===== config.mk =====
export PLATFORM = sky130hd
export DESIGN_NAME = mem_arbiter
export DESIGN_NICKNAME = d
export VERILOG_FILES = /design/src/rtl/mem_arb_pkg.sv /design/src/rtl/mem_arbiter.sv
export SDC_FILE = /design/constraint.sdc
export NUM_CORES = 1
export LEC_CHECK = 0
export ABC_AREA = 0
export BUFFER_PORTS_ARGS = -buffer_cell sky130_fd_sc_hd__buf_2
export CAP_MARGIN = 20
export CORE_UTILIZATION = 47
export DETAILED_ROUTE_END_ITERATION = 8
export MAX_ROUTING_LAYER = met4
export PLACE_DENSITY = 0.8
export SKIP_LAST_GASP = 1
export SYNTH_ARGS = -nofsm -noshare
export SYNTH_HDL_FRONTEND = slang
export SYNTH_SLANG_ARGS = --single-unit

===== constraint.sdc =====
create_clock -name clk -period 1.8 [get_ports clk]
set_input_delay 0.18 -clock clk [delete_from_list [all_inputs] [get_ports clk]]
set_output_delay 0.18 -clock clk [all_outputs]
set_load 0.01 [all_outputs]

===== src/rtl/mem_arb_pkg.sv =====
// -----------------------------------------------------------------------------
// mem_arb_pkg
// Shared types and constants for the two-requester memory arbiter.
//   state_t : arbiter FSM states (IDLE, ISSUE, WAIT, RESP)
//   owner_t : which requester owns the transaction in flight
//   WORD_W  : address / data word width
// -----------------------------------------------------------------------------
package mem_arb_pkg;

    localparam int WORD_W = 32;

    typedef enum logic [1:0] {
        IDLE  = 2'd0,
        ISSUE = 2'd1,
        WAIT  = 2'd2,
        RESP  = 2'd3
    } state_t;

    typedef enum logic {
        OWN_I = 1'b0,
        OWN_D = 1'b1
    } owner_t;

endpackage


===== src/rtl/mem_arbiter.sv =====
// -----------------------------------------------------------------------------
// mem_arbiter
// Shares one single-ported, fixed-latency memory between instruction fetch
// (i_*) and load/store (d_*). One transaction is in flight at a time:
// IDLE (grant) -> ISSUE (m_req) -> WAIT (LATENCY cycles) -> RESP (rvalid).
// Data requests win, except that once STARVE_LIMIT consecutive data grants
// have been made while fetch was waiting, the next grant goes to fetch.
//
// Handshake: a requester raises req and holds its request fields stable
// until it sees gnt high in a cycle (gnt is a combinational one-cycle pulse
// in IDLE). The request is accepted at the clock edge ending that cycle.
// The response is a one-cycle rvalid pulse with rdata, LATENCY+2 cycles
// after the grant. There is no back-pressure on the response side.
//
// Ports:
//   clk, reset                 clock, asynchronous active-low reset
//   i_req/i_addr               fetch request (read only)
//   i_gnt/i_rvalid/i_rdata     fetch grant and response
//   d_req/d_we/d_addr/d_wdata  data request
//   d_gnt/d_rvalid/d_rdata     data grant and response (rdata 0 on a write)
//   m_req/m_we/m_addr/m_wdata  memory strobe and request fields
//   m_rdata                    memory read data
//   fsm_state                  current FSM state, for observation
// -----------------------------------------------------------------------------
module mem_arbiter
    import mem_arb_pkg::*;
#(
    parameter int LATENCY      = 1,
    parameter int STARVE_LIMIT = 4
) (
    input  logic              clk,
    input  logic              reset,

    input  logic              i_req,
    input  logic [WORD_W-1:0] i_addr,
    output logic              i_gnt,
    output logic              i_rvalid,
    output logic [WORD_W-1:0] i_rdata,

    input  logic              d_req,
    input  logic              d_we,
    input  logic [WORD_W-1:0] d_addr,
    input  logic [WORD_W-1:0] d_wdata,
    output logic              d_gnt,
    output logic              d_rvalid,
    output logic [WORD_W-1:0] d_rdata,

    output logic              m_req,
    output logic              m_we,
    output logic [WORD_W-1:0] m_addr,
    output logic [WORD_W-1:0] m_wdata,
    input  logic [WORD_W-1:0] m_rdata,

    output state_t            fsm_state
);

    localparam int LAT_W    = $clog2(LATENCY + 1);
    localparam int STARVE_W = $clog2(STARVE_LIMIT + 1);

    localparam logic [LAT_W-1:0]    LAT_LOAD   = LAT_W'(LATENCY);
    localparam logic [STARVE_W-1:0] STARVE_MAX = STARVE_W'(STARVE_LIMIT);

    state_t              state_q;
    state_t              state_d;
    owner_t              owner_q;
    logic [WORD_W-1:0]   addr_q;
    logic [WORD_W-1:0]   wdata_q;
    logic                we_q;
    logic [WORD_W-1:0]   i_rdata_q;
    logic [WORD_W-1:0]   d_rdata_q;
    logic [LAT_W-1:0]    lat_q;
    logic [STARVE_W-1:0] starve_q;

    logic                pick_i;
    logic                pick_d;
    logic                lat_last;
    logic                starve_full;

    assign lat_last    = (lat_q == LAT_W'(1));
    assign starve_full = (starve_q == STARVE_MAX);

    // Next state and arbitration decision.
    always_comb begin
        state_d = state_q;
        pick_i  = 1'b0;
        pick_d  = 1'b0;
        case (state_q)
            IDLE: begin
                if (d_req || i_req) begin
                    // Data wins unless fetch is waiting and the guard has tripped.
                    if (d_req && !(i_req && starve_full)) begin
                        pick_d = 1'b1;
                    end else begin
                        pick_i = 1'b1;
                    end
                    state_d = ISSUE;
                end
            end
            ISSUE: state_d = WAIT;
            WAIT: begin
                if (lat_last) begin
                    state_d = RESP;
                end
            end
            RESP:    state_d = IDLE;
            default: state_d = IDLE;
        endcase
    end

    always_ff @(posedge clk or negedge reset) begin
        if (!reset) begin
            state_q   <= IDLE;
            owner_q   <= OWN_I;
            addr_q    <= '0;
            wdata_q   <= '0;
            we_q      <= 1'b0;
            i_rdata_q <= '0;
            d_rdata_q <= '0;
            lat_q     <= '0;
            starve_q  <= '0;
        end else begin
            state_q <= state_d;

            if (pick_d) begin
                owner_q <= OWN_D;
                addr_q  <= d_addr;
                we_q    <= d_we;
                wdata_q <= d_wdata;
                // Only grants that bypass a waiting fetch count toward starvation.
                if (i_req) begin
                    if (!starve_full) begin
                        starve_q <= starve_q + STARVE_W'(1);
                    end
                end else begin
                    starve_q <= '0;
                end
            end else if (pick_i) begin
                owner_q  <= OWN_I;
                addr_q   <= i_addr;
                we_q     <= 1'b0;      // fetch never writes
                wdata_q  <= '0;
                starve_q <= '0;
            end

            if (state_q == ISSUE) begin
                lat_q <= LAT_LOAD;
            end else if (state_q == WAIT) begin
                lat_q <= lat_q - LAT_W'(1);
            end

            // Capture the memory word in the last WAIT cycle into the owner's
            // response register; it then holds until that owner's next response.
            if ((state_q == WAIT) && lat_last) begin
                if (owner_q == OWN_I) begin
                    i_rdata_q <= m_rdata;
                end else begin
                    d_rdata_q <= we_q ? '0 : m_rdata;
                end
            end
        end
    end

    // Grants are combinational from IDLE; masking with reset keeps them low
    // while reset is asserted even if a requester holds req high.
    assign i_gnt = pick_i & reset;
    assign d_gnt = pick_d & reset;

    assign m_req   = (state_q == ISSUE);
    assign m_we    = m_req & we_q;
    assign m_addr  = m_req ? addr_q  : '0;
    assign m_wdata = m_req ? wdata_q : '0;

    assign i_rvalid = (state_q == RESP) && (owner_q == OWN_I);
    assign d_rvalid = (state_q == RESP) && (owner_q == OWN_D);
    assign i_rdata  = i_rdata_q;
    assign d_rdata  = d_rdata_q;

    assign fsm_state = state_q;

endmodule


## Word-level counts from Yosys, hierarchy flattened

Index checks and enable logic that the tools add are counted.

- Register bits: 136
- Input bits: 133

- Multiplexer cells: 25
- Reduce and logical (&&, ||, !) cells: 14
- Bitwise logic cells: 4
- Add/subtract/negate cells: 2
- Equal/unequal tests: 7

Operators by type and width:

| operator | count |
|---|---|
| 32-bit two-way mux | 7 |
| 3-bit two-way mux | 4 |
| 1-bit two-way mux | 11 |
| 2-bit one-hot mux with 4 select lines | 1 |
| 2-bit AND reduction | 4 |
| 1-bit logical AND | 5 |
| 2-bit equality test, second input constant | 2 |
| 2-bit two-way mux | 2 |
| 2-bit != test, second input constant | 2 |
| 2-bit nonzero test | 2 |
| 3-bit by 1-bit adder with 3-bit output, second input constant | 1 |
| 1-bit AND | 3 |
| 3-bit equality test, second input constant | 1 |
| 3-bit != test, second input constant | 1 |
| 2-bit by 1-bit equality test with 1-bit output, second input constant | 1 |
| 2-bit zero test | 1 |
| 1-bit zero test | 1 |
| 1-bit logical OR | 1 |
| 1-bit inverter | 1 |
| 1-bit subtractor, second input constant | 1 |

## Longest topological paths before layout

Gate-level depths: netlist of run 1.

- Depth after elaboration: 9
- Mapped depth: 7

## Worst setup path before layout of run 1

No wires, ideal clock.

- Path type: flip-flop to flip-flop
- Start: reg state_q[0], in the netlist fsm_state[0]
- End: reg addr_q[11]
- Setup slack: 0.169 ns
- Period minus slack after synthesis: 1.631 ns
- Buffers on the path: 1
- Data arrival time: 1.509 ns
- Data required time: 1.677 ns
- Stages on the path, launching flop included: 7
- Cell sequence: dfrtp_1 > inv_1 > ha_1 > o21ai_2 > clkbuf_1 > or2b_1 > o221a_2

- Cells in the longest elaborated chain, start to end: 3
- Elaborated cells between the ends (all ways): 5
- Classes of those cells: mux: 3; reduce/logical: 2

Ends and longest elaborated chain:

| element | RTL line | source |
|---|---|---|
| start: declaration | mem_arbiter.sv:63 | `state_t state_q;` |
| start signal: assignment | mem_arbiter.sv:122 | `state_q <= state_d;` |
| 2-bit zero test (*) | mem_arbiter.sv:87 | `case (state_q)` |
| 1-bit two-way mux | mem_arbiter.sv:87 |  |
| 32-bit two-way mux / 2-bit nonzero test (equally long branches) | -- |  |
| end signal: assignment | mem_arbiter.sv:126 | `addr_q <= d_addr;` |
| end signal: assignment | mem_arbiter.sv:139 | `addr_q <= i_addr;` |
| end: declaration | mem_arbiter.sv:66 | `logic [WORD_W-1:0] addr_q;` |

Mark *: on every way between the ends. The rest lies on a longest branch, timed or not.
A chain may end at the register's enable or synchronous reset.

## Worst setup path in the final report of run 1

- Start: reg state_q[0], in the netlist fsm_state[0]
- End: out m_addr[5]

- Cells in the longest elaborated chain, start to end: 2

Ends and longest elaborated chain:

| element | RTL line | source |
|---|---|---|
| 2-bit by 1-bit equality test with 1-bit output | mem_arbiter.sv:168 | `assign m_req = (state_q == ISSUE);` |
| 32-bit two-way mux | mem_arbiter.sv:170 | `assign m_addr = m_req ? addr_q : '0;` |
| end: declaration | mem_arbiter.sv:50 | `output logic [WORD_W-1:0] m_addr,` |

No other way between the ends.

==> results.md, run 1 <==
* Post-route worst setup slack at 29.93 ps
* Crit path max fanout at 34
* Worst slew margin relative to its limit at 39.79%
* FF+latch count, synth at 136
* Net switching fraction of the power at 34.86%
* Worst-path cell chain: buf_6, ha_4, buf_12, and2_1, buf_2
* Setup repair after global routing missed its margin: true
* Clock-pin slew of the registers on the worst-case setup and hold paths at 60 ps
* Total of warnings raised by yosys at 0
* Dominant cells by area after synthesis: sky130_fd_sc_hd__dfrtp_1 57%, sky130_fd_sc_hd__and2_1 6.9%, sky130_fd_sc_hd__mux2_2 6.2%, sky130_fd_sc_hd__nand2b_1 6.2%, sky130_fd_sc_hd__o221a_2 6.0%
* Layout overhead on the synthesized area at 47.31%
* IO Pins at 269
* Setup slack after placement at 59.98 ps
* Count of H-tree levels built during CTS at 4
* Number of enable-type register cells in the synthesized netlist at 0
* Root buffer cell: sky130_fd_sc_hd__clkbuf_16
* Max Clock Skew at 4.626 ps
* Crit Reg-Reg Startpoint: starve_q[0]$_DFFE_PN0P_
* Half-perimeter wire length after detailed placement at 10.75 mm
* Synthesized netlist cell count at 505
* Worst hold path type: input port to flip-flop
* Critical path origin: fsm_state[0]$_DFFE_PN0P_
* Cell leakage power at 0.004478 uW
* Router iterations before antenna repair at 4
* RePlAce Congestion at 0.8365
* Die width at 114.8 um
* F_max at 565.0 MHz
* Portion of total power attributed to the clock network at 21.6%
* Maximum clock insertion buffer count at 2
* Yosys top cell by area: sky130_fd_sc_hd__dfrtp_1
* Count of buffers inserted at the top-level ports at 268
* Total setup violations reported at the end of the flow at 0
* Highest-delay cell along the critical path: sky130_fd_sc_hd__dfrtp_1
* Clock net sink count at 136
* Number of antenna violations at the first check in global routing at 1
* Most used standard cells in the synthesized netlist: 136 x sky130_fd_sc_hd__dfrtp_1, 66 x sky130_fd_sc_hd__and2_1, 59 x sky130_fd_sc_hd__nand2b_1
* Initial standard-cell utilization of the core at 48.94%
* VDD IR max at 0.8059 mV
* Final number of max-transition violations at 0
* Area taken by multi-input logic gates at 2475 um^2
* Vias in the first global route at 5329
* Worst-skew pair later-pin latency at 410 ps
* Total number of placement rows at 40
* Storage element area at 3405 um^2
* Placeable core region at 12210 um^2
* Outcome: finished, final reports clean
* Worst min-delay path startpoint: m_rdata[3]
* Internal power contribution at 10150 uW
* Routed via count divided by cell count at 5.140
* Top_reg_cell synth: sky130_fd_sc_hd__dfrtp_1
* Critical Path AT at 1590 ps
* Worst reg2reg setup slack at 130 ps
* Grt ovf at 0
* CTS tree: built
* Post-detailed-routing wire length at 16.86 mm
* Fraction of the yosys area taken by sequential cells at 56.94%
* Fraction of power consumed by combinational cells at 43.1%
* First-iteration detailed-routing DRC count at 308
* Fraction of synthesis flops using an asynchronous set or reset pin at 100.0%
* Post-Synthesis Cell Area at 5977 um^2
* Unique cell type count in the Yosys netlist at 26
* Final period demand of the worst path at 1770 ps
* Reg-to-Reg End: wdata_q[18]$_DFFE_PN0P_
* Antenna-violating nets left at 0
* Vert. Die Dim at 114.8 um
* Pin count of the biggest net entering global routing at 80
* Post-synth net total at 645
* Pin slew with the least headroom to its limit at 903.0 ps
* Global-route usage over all layers at 27.39%
* Fraction of the cycle the final worst path needs at 98.34%
* Placement-stage cell area at 7566 um^2
* Number of nets at the end of the flow at 967
* TritonCTS Buffers at 17
* Switching component of the power at 5434 uW
* Final Hold Slack at 20.26 ps
* Worst r2r path cells at 6
* Power per standard cell area at 1770 nW/um^2
* Critical setup path kind: flip-flop to output pin
* Total via count after detailed routing at 5186
* Post-synthesis area per instance at 11.84 um^2
* Capture point of the worst path: m_addr[5]
* Post-route standard cell area excluding fillers at 8805 um^2
* Element type at the critical path end: output pin
* Final hold violation count at 0
* # DRC at 0
* Number of filler instances in the final layout at 858
* Proportion of layout cells with a drive suffix above 1 at 48.81%
* Die footprint at 13170 um^2
* Worst setup SP type: flip-flop
* Required time worst endpoint at 1620 ps
* Number of maximum-capacitance constraint violations at 0
* Most frequently used cell type in the post-synthesis netlist: sky130_fd_sc_hd__dfrtp_1
* Delay of the slowest critical-path stage at 400 ps
* Flop pwr share at 35.3%
* Wire length of the first global-routing pass at 26.43 mm
* Routed wire per std cell at 16.71 um
* Area share of the largest cell type after synthesis at 56.94%
logic make-up after synthesis:
| group | synth area share, % |
|---|---|
| buffers and inverters | 3.412 |
| adder cells (fa/ha/maj) | 1.465 |
| flip-flops | 56.94 |
| AND/OR/NAND/NOR | 17.33 |
| AO/OA/AOI/OAI | 14.63 |
| multiplexers | 6.217 |
metal layers:
layer  GRT usage, %  vias up  part of all wire (%)
met5              -        -                     0
met4          12.55        0                   2.6
met3          6.537       33                   6.9
met2          46.51      232                    52
met1          30.66     2505                    39
li1               -     2416                     -
power groups by stage:
stage	combinational, uW	sequential [uW]	clock, uW
global placement	6020	5410	0
CTS	6610	5460	3430
floorplan	3620	5570	0
detailed placement	6220	5450	0
finish	6710	5500	3370
global route	7340	5690	3570
worst min path at each step:
stage	to	slack (ps)	depth (start not counted)
after floorplan	addr_q[0]$_DFFE_PN0P_	-120	0
after global placement	addr_q[5]$_DFFE_PN0P_	220	2
after detailed placement	addr_q[3]$_DFFE_PN0P_	230	2
after CTS	i_rdata[13]$_DFFE_PN0P_	2	2
after global routing	i_rdata[3]$_DFFE_PN0P_	10	2
final	i_rdata[3]$_DFFE_PN0P_	20	2
critical path, delay by kind of cell, from the launching register on:
kind | cells | cell delay, ps
DFF | 1 | 400
and+or+nand+nor | 1 | 160
adders and majority gates | 1 | 170
buffers and inverters | 3 | 440
layout make-up:
cell class / count / share of cell area (%)
antenna: 1 / 0.02842
clock buffer: 17 / 4.832
clock inverter: 15 / 1.748
inverter: 6 / 0.2558
multi-input combinational: 328 / 28.11
sequential: 136 / 38.67
tap: 168 / 2.387
timing repair buffer: 338 / 23.97
stage by stage:
stage / util, % / total power [uW] / std cells / TNS (ps)
floorplan: - / 9192 / 505 / 0
global placement: 61.96 / 11420 / 920 / 0
detailed placement: 61.96 / 11670 / 920 / 0
CTS: 71.88 / 15510 / 1003 / 0
global route: 72.10 / 16600 / 1009 / -403.2
finish: 72.10 / 15590 / 1009 / 0
placed cells by master, fill, tap and decap left out, types with 2 or more instances in the layout:
master | synthesis | routed
sky130_fd_sc_hd__o221a_2 | 32 | 32
sky130_fd_sc_hd__nor2_1 | 5 | 3
sky130_fd_sc_hd__nand2_1 | 38 | 38
sky130_fd_sc_hd__a22o_1 | 33 | 33
sky130_fd_sc_hd__buf_2 | 13 | 267
sky130_fd_sc_hd__dfrtp_1 | 136 | 135
sky130_fd_sc_hd__clkinv_4 | 0 | 3
sky130_fd_sc_hd__nand3_2 | 0 | 2
sky130_fd_sc_hd__mux2_2 | 33 | 33
sky130_fd_sc_hd__ha_1 | 7 | 4
sky130_fd_sc_hd__inv_6 | 0 | 2
sky130_fd_sc_hd__buf_4 | 0 | 18
sky130_fd_sc_hd__o21ai_0 | 33 | 33
sky130_fd_sc_hd__inv_2 | 0 | 4
sky130_fd_sc_hd__buf_6 | 4 | 3
sky130_fd_sc_hd__inv_1 | 6 | 2
sky130_fd_sc_hd__a32o_1 | 2 | 2
sky130_fd_sc_hd__or2b_1 | 6 | 6
sky130_fd_sc_hd__clkinv_2 | 0 | 4
sky130_fd_sc_hd__and2_1 | 66 | 66
sky130_fd_sc_hd__buf_12 | 0 | 6
sky130_fd_sc_hd__nand2b_1 | 59 | 59
sky130_fd_sc_hd__clkbuf_16 | 0 | 17
sky130_fd_sc_hd__ha_4 | 0 | 3
sky130_fd_sc_hd__dlygate4sd3_1 | 0 | 42
sky130_fd_sc_hd__nand3_4 | 0 | 2
sky130_fd_sc_hd__bufinv_16 | 0 | 2
sky130_fd_sc_hd__bufbuf_16 | 0 | 2
sky130_fd_sc_hd__clkinvlp_4 | 0 | 4
sequential cells by signal, indices dropped and copies added (netlist names):
name / count
wdata_q: 32
lat_last: 1
starve_q: 3
we_q: 1
d_rdata: 32
fsm_state: 2
addr_q: 32
owner_q: 1
i_rdata: 32
repair_timing:
item                       CTS  global route
hold buffers                42             0
setup buffers                7             6
hold endpoints to repair   177             0
pin swaps                    3             3
resized for setup           22             3
cloned                       2             1
setup endpoints to repair   67            92
(Power assumes the default switching activity.)
==> inputs of run 2 (changes only) <==
- CORE_UTILIZATION: 47 -> 49
- CTS_BUF_LIST: unset -> sky130_fd_sc_hd__clkbuf_8
- PLACE_DENSITY: 0.8 -> 0.83
==> run 2 against run 1 <==
- the run now ends with setup timing left
- first-iteration DRC count rose by 65%
- register-to-register slack barely moved
- final cell count rose by 0.30%
- clock skew increased by 9.6 ps
- critical endpoint is now m_addr[30]
- largest power group unchanged
==> results.md, run 2 (synthesized netlist as in run 1, its figures left out) <==
* Outcome: complete, but fails checks
* Violated checks: setup timing
* Setup repair after global routing missed its margin: true
* Final number of max-transition violations at 0 (unchanged)
* F_max at 533.7 MHz (-5.5%)
* Wire length of the first global-routing pass at 28.82 mm (+9.1%)
* Critical path buffers and inverters at 3 (unchanged)
* Max Clock Skew at 14.18 ps (+9.555 ps)
* Antenna-violating nets left at 0 (unchanged)
* Worst hold path type: input port to flip-flop
* Critical setup path kind: flip-flop to output pin
* Initial standard-cell utilization of the core at 51.25% (+2.3 points)
* Worst-skew pair later-pin latency at 440 ps (+30 ps)
* Root buffer cell: sky130_fd_sc_hd__clkbuf_8
* Routed met1 length at 7.108 mm (+9.0%)
* Worst-path cell chain: buf_4, ha_4, clkbuf_16, and2_1, buf_2
* # DRC at 0 (unchanged)
* Uppermost signal routing layer after detailed routing: met4
* Delay of the slowest critical-path stage at 400 ps (about the same)
* Fraction of the cycle the final worst path needs at 104.1% (+5.8 points)
* Post-route worst setup slack at -73.80 ps (-103.7 ps)
* IO Pins at 269 (unchanged)
* Grt ovf at 0 (unchanged)
* Placeable core region at 11660 um^2 (-4.5%)
* Pin count of the biggest net entering global routing at 78 (-2.5%)
* Layout overhead on the synthesized area at 49.99%
* Worst slew margin relative to its limit at 39.58% (-0.21 points)
* Die width at 112.4 um (-2.0%)
* Pin slew with the least headroom to its limit at 902.8 ps (-0.1765 ps)
* Cell leakage power at 0.004554 uW (+1.7%)
* Maximum clock insertion buffer count at 2 (unchanged)
* RePlAce Congestion at 0.7984 (-4.6%)
* Routed via count divided by cell count at 5.415 (+5.4%)
* CTS tree: built
* Met2 wire length at 9.410 mm (+7.6%)
* Power per standard cell area at 1687 nW/um^2 (-4.7%)
* Vias in the first global route at 5737 (+7.7%)
* Met3 Wirelength at 1.346 mm (+16%)
* Count of buffers inserted at the top-level ports at 268 (unchanged)
* Most frequent cells in the layout: 267 x sky130_fd_sc_hd__buf_2, 135 x sky130_fd_sc_hd__dfrtp_1, 78 x sky130_fd_sc_hd__dlygate4sd3_1, 66 x sky130_fd_sc_hd__and2_1, 59 x sky130_fd_sc_hd__nand2b_1
* TNS Setup at -1949 ps (-1949 ps)
* Half-perimeter wire length after detailed placement at 10.63 mm (-1.1%)
* Required time worst endpoint at 1620 ps (about the same)
* Post-layout util at 76.87% (+4.8 points)
* VDD IR max at 0.7849 mV (-2.6%)
* Cell total after placement at 891 (-3.2%)
* Crit path max fanout at 16 (-53%)
* Highest-delay cell along the critical path: sky130_fd_sc_hd__dfrtp_1
* First-iteration detailed-routing DRC count at 509 (+65%)
* Final hold violation count at 0 (unchanged)
* Die footprint at 12640 um^2 (-4.0%)
* Clock-pin slew of the registers on the worst-case setup and hold paths at 80 ps (+20 ps)
* Routed wire per std cell at 18.05 um (+8.0%)
* Placement-stage cell area at 7492 um^2 (-0.98%)
* Number of maximum-capacitance constraint violations at 0 (unchanged)
* Total number of placement rows at 39 (-2.5%)
* Final period demand of the worst path at 1874 ps (+103.7 ps)
* Total setup violations reported at the end of the flow at 66 (+66)
* Post-route standard cell area excluding fillers at 8965 um^2 (+1.8%)
* Most common cell after layout, fill and taps aside: sky130_fd_sc_hd__buf_2
* Vert. Die Dim at 112.4 um (-2.0%)
* Element type at the critical path end: output pin
* Critical Path AT at 1690 ps (+100 ps)
* Total via count after detailed routing at 5480 (+5.7%)
* TritonCTS Buffers at 17 (unchanged)
* Number of antenna violations at the first check in global routing at 0 (-1)
* Worst setup SP type: flip-flop
* Count of H-tree levels built during CTS at 4 (unchanged)
* Number of nets at the end of the flow at 996 (+3.0%)
* Post-detailed-routing wire length at 18.27 mm (+8.3%)
* Number of non-filler instances in the completed layout at 1012 (+0.30%)
* Global-route usage over all layers at 30.72% (+3.3 points)
* Antenna cell count at 0 (-1)
* Router iterations before antenna repair at 4 (unchanged)
* Cell family with most CP delay: buffers and inverters
* Clock net sink count at 136 (unchanged)
* Proportion of layout cells with a drive suffix above 1 at 46.03% (-2.8 points)
run 2: stage by stage:
stage / total power (uW) / setup WS (ps) / hold slack [ps]
6_report: 15130 / -73.80 / 27.79
5_1_grt: 16050 / -157.1 / 0.9469
4_1_cts: 14930 / -61.22 / 0.1272
3_5_place_dp: 11590 / 103.3 / -5.644
3_3_place_gp: 11310 / 166.8 / -6.952
2_1_floorplan: 9192 / 168.8 / -115.6
run 2: cell type report:
type	count	area, um^2
Clock buffer	17	234.0
Clock inverter	15	202.7
Fill cell	704	2698
Inverter	6	22.52
Multi-Input combinational cell	327	2446
Sequential cell	136	3405
Tap cell	143	178.9
Timing Repair Buffer	368	2476
run 2: worst reg2reg max path: cells and delay by family (launching register included):
kind            cells  cell delay (ps)
compound gates      2              400
fa+ha+maj           1              140
buf+inv             3              520
flops               1              400
simple gates        1              100
run 2: timing repair:
action | in CTS | in global routing
setup buffers | 5 | 2
hold buffers | 74 | 4
gates resized for setup | 17 | 4
pin swaps | 2 | 2
endpoints found under the setup margin | 67 | 67
gates cloned | 4 | 1
endpoints found under the hold margin | 218 | 4
run 2: worst paths after layout:
kind	from	endpoint	slack (ps)	depth (start not counted)
max in group asynchronous	reset	d_rdata[29]$_DFFE_PN0P_	790	3
max reg2reg	starve_q[0]$_DFFE_PN0P_	addr_q[29]$_DFFE_PN0P_	130	7
max	fsm_state[0]$_DFFE_PN0P_	m_addr[30]	-70	5
min reg2reg	d_rdata[15]$_DFFE_PN0P_	d_rdata[15]$_DFFE_PN0P_	480	2
min	m_rdata[21]	i_rdata[21]$_DFFE_PN0P_	30	2
min in group asynchronous	reset	addr_q[7]$_DFFE_PN0P_	150	2
run 2: routing by layer:
metal  up-vias  GRT usage [%]
met5         -              -
met1      2662          34.10
met4         0          11.56
li1       2463              -
met3        35          7.289
met2       320          53.71
run 2: report_power, final:
part / leakage [uW] / switching [uW] / internal (uW)
clock: 0.000210 / 1240 / 1520
combinational: 0.00271 / 3270 / 3600
sequential: 0.00163 / 930 / 4570
total: 0.00455 / 5440 / 9690
